`config.mk`:
```
export PLATFORM = sky130hd
export DESIGN_NAME = rf_write_arbiter
export DESIGN_NICKNAME = d
export VERILOG_FILES = /design/src/rtl/rf_write_arbiter_pkg.sv /design/src/rtl/rf_write_arbiter_rr_arbiter.sv /design/src/rtl/rf_write_arbiter.sv
export SDC_FILE = /design/constraint.sdc
export NUM_CORES = 1
export LEC_CHECK = 0
export CAP_MARGIN = 10
export CORE_UTILIZATION = 40
export CTS_BUF_LIST = sky130_fd_sc_hd__clkbuf_8 sky130_fd_sc_hd__clkbuf_16
export DETAILED_ROUTE_END_ITERATION = 6
export PLACE_DENSITY = 0.87
export RECOVER_POWER = 100
export SLEW_MARGIN = 20
export SYNTH_ARGS = -nofsm -noshare
export SYNTH_HDL_FRONTEND = slang
export SYNTH_HIERARCHICAL = 1
export SYNTH_SLANG_ARGS = --single-unit
```
`constraint.sdc`:
```
create_clock -name clk -period 4.4 [get_ports clk]
set_clock_uncertainty 0.15 [all_clocks]
set_input_delay 0.44 -clock clk [delete_from_list [all_inputs] [get_ports clk]]
set_output_delay 0.44 -clock clk [all_outputs]
set_load 0.05 [all_outputs]
```
`src/rtl/rf_write_arbiter_pkg.sv`:
```
// Shared types and defaults for the register-file write-port arbiter.
// Holds the default widths, the write-request record and the zero-register index.
package rf_arb_pkg;

    localparam int ADDR_W = 5;
    localparam int DATA_W = 32;

    localparam logic [ADDR_W-1:0] REG_ZERO = '0;

    typedef struct packed {
        logic              valid;
        logic [ADDR_W-1:0] rd;
        logic [DATA_W-1:0] data;
    } rf_wr_req_t;

endpackage

```
`src/rtl/rf_write_arbiter_rr_arbiter.sv`:
```
// N-way round-robin grant; the pointer names the highest-priority requester
// and moves just past the winner whenever a grant is taken.
module rr_arbiter #(
    parameter int N = 2
) (
    input  logic         clk,
    input  logic         reset_n,
    input  logic [N-1:0] req,
    input  logic         advance,
    output logic [N-1:0] grant
);

    localparam int PTR_W = (N > 1) ? $clog2(N) : 1;

    logic [PTR_W-1:0] ptr;
    logic [PTR_W-1:0] ptr_next;
    logic             found;

    // NOTE: every variable driven here gets a default first so no latch is inferred.
    always_comb begin
        grant    = '0;
        ptr_next = ptr;
        found    = 1'b0;
        for (int k = 0; k < N; k++) begin
            for (int i = 0; i < N; i++) begin
                if (!found && req[i] && (i == (int'(ptr) + k) % N)) begin
                    found    = 1'b1;
                    grant[i] = 1'b1;
                    ptr_next = PTR_W'((i + 1) % N);
                end
            end
        end
    end

    // NOTE: sequential state uses non-blocking assignments only.
    always_ff @(posedge clk or negedge reset_n) begin
        if (!reset_n) begin
            ptr <= '0;
        end else if (advance && found) begin
            ptr <= ptr_next;
        end
    end

endmodule

```
`src/rtl/rf_write_arbiter.sv`:
```
// Register-file write-port arbiter: writeback has absolute priority, multi-cycle
// units share idle slots round-robin. Optional statistics under RF_WR_STATS_EN.
module rf_write_arbiter
    import rf_arb_pkg::*;
#(
    parameter int N_MC         = 2,
    parameter int ADDR_W       = rf_arb_pkg::ADDR_W,
    parameter int DATA_W       = rf_arb_pkg::DATA_W,
    parameter int STARVE_LIMIT = 4
) (
    input  logic                     clk,
    input  logic                     reset_n,
    input  logic                     wb_valid,
    input  logic [ADDR_W-1:0]        wb_rd,
    input  logic [DATA_W-1:0]        wb_data,
    input  logic [N_MC-1:0]          mc_valid,
    input  logic [N_MC*ADDR_W-1:0]   mc_rd,
    input  logic [N_MC*DATA_W-1:0]   mc_data,
    output logic [N_MC-1:0]          mc_ready,
    output logic                     stall_pipe,
    output logic                     rf_we,
    output logic [ADDR_W-1:0]        rf_rd,
    output logic [DATA_W-1:0]        rf_wdata
`ifdef RF_WR_STATS_EN
    ,
    output logic [31:0]              conflict_cnt,
    output logic [31:0]              starve_cnt
`endif
);

    localparam int CNT_W = $clog2(STARVE_LIMIT + 1);

    logic             wb_req;
    logic [N_MC-1:0]  mc_req;
    logic             mc_xfer;
    logic             mc_any;
    logic             stall_set;
    logic [CNT_W-1:0] starve_level;
    rf_wr_req_t       mc_sel;
    rf_wr_req_t       wr_next;

    assign wb_req = wb_valid && (wb_rd != REG_ZERO);
    // mc_ready must read zero while reset is held, so the request mask includes reset_n.
    assign mc_req = reset_n ? (mc_valid & {N_MC{!wb_req}}) : '0;

    rr_arbiter #(.N(N_MC)) u_rr (
        .clk     (clk),
        .reset_n (reset_n),
        .req     (mc_req),
        .advance (!wb_req),
        .grant   (mc_ready)
    );

    assign mc_xfer   = |mc_ready;
    assign mc_any    = |mc_valid;
    assign stall_set = (starve_level == CNT_W'(STARVE_LIMIT)) && !mc_xfer;

    always_comb begin
        mc_sel = '0;
        for (int i = 0; i < N_MC; i++) begin
            if (mc_ready[i]) begin
                mc_sel.valid = (mc_rd[i*ADDR_W +: ADDR_W] != REG_ZERO);
                mc_sel.rd    = mc_rd[i*ADDR_W +: ADDR_W];
                mc_sel.data  = mc_data[i*DATA_W +: DATA_W];
            end
        end
        wr_next = wb_req ? '{valid: 1'b1, rd: wb_rd, data: wb_data} : mc_sel;
    end

    // An mc transfer to register 0 is consumed but never raises the write enable.
    always_ff @(posedge clk or negedge reset_n) begin
        if (!reset_n) begin
            rf_we    <= 1'b0;
            rf_rd    <= '0;
            rf_wdata <= '0;
        end else begin
            rf_we <= wr_next.valid;
            if (wb_req || mc_xfer) begin
                rf_rd    <= wr_next.rd;
                rf_wdata <= wr_next.data;
            end
        end
    end

    always_ff @(posedge clk or negedge reset_n) begin
        if (!reset_n) begin
            starve_level <= '0;
            stall_pipe   <= 1'b0;
        end else begin
            if (mc_xfer || !mc_any) begin
                starve_level <= '0;
            end else if (starve_level != CNT_W'(STARVE_LIMIT)) begin
                starve_level <= starve_level + 1'b1;
            end

            if (mc_xfer) begin
                stall_pipe <= 1'b0;
            end else if (stall_set) begin
                stall_pipe <= 1'b1;
            end
        end
    end

`ifdef RF_WR_STATS_EN
    always_ff @(posedge clk or negedge reset_n) begin
        if (!reset_n) begin
            conflict_cnt <= '0;
            starve_cnt   <= '0;
        end else begin
            if (wb_req && mc_any && (conflict_cnt != '1)) begin
                conflict_cnt <= conflict_cnt + 1'b1;
            end
            if (stall_set && !stall_pipe && (starve_cnt != '1)) begin
                starve_cnt <= starve_cnt + 1'b1;
            end
        end
    end
`endif

    // The pipeline must hold writeback off while stalled; wb still wins if it does not.
    rf_arb_stall_violation: assert property (
        @(posedge clk) disable iff (!reset_n) !(stall_pipe && wb_valid)
    );

endmodule

```
==> results.py <==
metrics = {
    "run": {
        "cap_violations": 2,
    },
    "placement": {
        "place_congestion": 0.7908,
        "io_buffers": 156,
        "dp_hpwl_mm": 5.541,
    },
    "floorplan": {
        "core_um2": 5956,
        "die_h_um": 80.84,
        "start_util": 0.4174,
        "rows": 28,
        "die_w_um": 80.84,
        "num_io_pins": 157,
        "die-area_um2": 6534,
    },
    "grt": {
        "grt_max_degree": 47,
        "gr-total-overflow": 0,
        "track_usage": 0.2293,
        "grt_pass1_vias": 2513,
        "grt_pass1_wl_mm": 11.39,
        "antenna_found_initial": 0,
    },
    "synth": {
        "ys_async_sr_fraction": 1.000,
        "synth-edff-count": 0,
        "synth-main-ff-cell": "dfrtp_1",
        "yosys_warnings": 6,
        "synth.avg_cell_area_um2": 10.36,
        "synth_cell_types": 24,
        "syn_nets": 358,
        "synth_cells": 240,
        "ys_ff_latch": 43,
        "syn-cell-area_um2": 2486,
        "ys_seq_area_frac": 0.4328,
    },
    "worst_setup_path": {
        "worstPathMaxFanout": 46,
        "critPathLaunchType": "primary input",
        "crit_type": "primary input to output port",
        "crit_chain": "dlygate4sd3_1 -> or4_1 -> o21ai_4 -> and3_1 -> a21boi_4 -> clkbuf_2 -> buf_12",
        "cp.required_ns": 3.81,
        "slowest_delay_ns": 0.64,
        "cp_slowest_cell": "clkbuf_2",
        "cp.arrival_ns": 3.17,
        "end_kind": "output port",
    },
    "min_path": {
        "hp-class": "flop to flop",
    },
    "sta": {
        "rsz0062_at_grt": "false",
        "drv_slew": 68,
        "finalCriticalPeriod_ns": 3.756,
        "fmax_mhz": 266.2,
        "hold_viol": 0,
        "setup_tns_ns": 0,
        "worst_pin_slew_ns": 1.928,
        "final-setup-viol-count": 0,
        "max_slew_margin": -0.2853,
        "post-route-period-util": 0.8536,
    },
    "clock_tree": {
        "cts-root-buf": "clkbuf_8",
        "numCtsBuffers": 5,
        "clock-sinks": 43,
        "clk_path_buf_depth": 2,
        "hold_buffers": 1,
        "cts_tree": "built",
        "post_cts_buffers": 0,
        "clkLatencyLatePin_ns": 0.29,
        "h-tree-depth": 2,
        "cts.clk_slew.worst_paths_ns": 0.08,
        "cts_resized": 0,
    },
    "drt": {
        "wl_mm": 7.276,
        "first_iter_violations": 93,
        "ant_nets": 0,
        "vias": 2420,
        "vias_per_cell": 5.160,
        "dr.pass1.iters": 4,
        "routedWlPerCell_um": 15.51,
        "drc": 0,
    },
    "pwr": {
        "power.leakage_nw": 1.631,
        "p_total_mw": 1.332,
        "ir_drop_uv": 204.7,
        "power_density_nw_per_um2": 316.3,
    },
    "finish": {
        "final_core_util": 0.7067,
        "syn_to_final_growth_pct": 69.30,
        "antenna_cells": 0,
        "drive_gt1_frac": 0.1320,
        "fin_nets": 511,
    },
    "outcome": {
        "status": "complete, but fails checks",
        "violations": "max-capacitance violations, max-slew violations",
    },
}
[kinds of logic (layout without fill, tap and decap cells)]
family / Yosys count / in the layout / share of synthesized area
AO/OA/AOI/OAI: 48 / 48 / 0.1047
XOR/XNOR: 1 / 1 / 0.003524
adder cells (fa/ha/maj): 2 / 2 / 0.01006
buffers and inverters: 20 / 174 / 0.04429
flip-flops: 43 / 43 / 0.4328
multiplexers: 74 / 74 / 0.3166
AND/OR/NAND/NOR: 52 / 52 / 0.08806
[layout make-up]
type,count,area (um2)
Tap cell,75,93.84
Inverter,3,11.26
Clock buffer,7,96.34
Sequential cell,43,1076
Fill cell,459,1747
Timing Repair Buffer,163,1620
Multi-Input combinational cell,177,1308
Clock inverter,1,3.754
[sequential cells by signal (all words and copies together) (netlist names)]
register      flops
stall_pipe        1
rf_wdata         32
starve_level      3
rf_we             1
rf_rd             5
u_rr/ptr          1
[stage by stage]
stage	std cells	area (um2)	setup slack, ns	hold slack [ns]
2_1_floorplan	240	2486	0.3942	-0.005591
3_3_place_gp	460	4125	0.9933	0.2115
3_5_place_dp	460	4125	0.9176	0.2160
4_1_cts	469	4235	1.012	0.4247
5_1_grt	469	4209	0.4873	0.4172
6_report	469	4209	0.6440	0.3906
[worst paths after layout]
kind	start	endpoint	slack [ns]	depth (start not counted)
max reg2reg	u_rr/ptr	rf_rd[2]	2.35	5
max	wb_rd[2]	mc_ready[1]	0.64	7
min reg2reg	u_rr/ptr	u_rr/ptr	0.39	1
min in group asynchronous	reset_n	rf_wdata[25]	0.63	2
min	u_rr/ptr	u_rr/ptr	0.39	1
max in group asynchronous	reset_n	rf_wdata[11]	1.40	3
[worst max-delay path, delay by kind of cell]
kind | cells | cell delay, ns
buffers and inverters | 3 | 1.43
AND/OR/NAND/NOR | 2 | 0.81
AO/OA/AOI/OAI | 2 | 0.47
[report_power, final]
part	internal, mW	switching [mW]	leakage [nW]	total, mW
Sequential	0.456	0.0373	0.510	0.493
Combinational	0.249	0.314	1.06	0.564
Clock	0.141	0.133	0.0557	0.274
[metal layers]
layer	share of wire	vias to the layer above	GRT usage
li1	-	1152	-
met1	0.39	1144	0.2475
met2	0.50	104	0.4042
met3	0.083	20	0.07303
met4	0.029	0	0.1089
met5	0	-	0
[cell usage after synthesis, drive strengths merged (2+ instances only)]
cell	number	area (um2)
a21boi	2	15.02
a21oi	3	15.01
and3	2	12.51
buf	10	72.57
clkbuf	7	26.28
dfrtp	43	1076
ha	2	25.02
inv	3	11.26
mux2	37	416.7
mux2i	37	370.4
nand2	40	150.1
nor2	4	15.01
nor3	2	10.01
o21ai	41	216.5
or4	3	26.27
[cells in the final DEF, fill, tap and decap left out, types with 2 or more instances in the layout]
master / count
ha_1: 2
clkbuf_1: 3
buf_12: 2
mux2_2: 37
clkdlybuf4s50_1: 113
and3_1: 2
dfrtp_1: 43
buf_4: 3
inv_1: 4
nor3_1: 2
mux2i_1: 37
o21ai_0: 40
a21oi_1: 3
nor2_1: 4
or4_1: 3
nand2_1: 40
dlygate4sd3_1: 41
clkbuf_8: 7
Power figures use the tool's default switching activity.
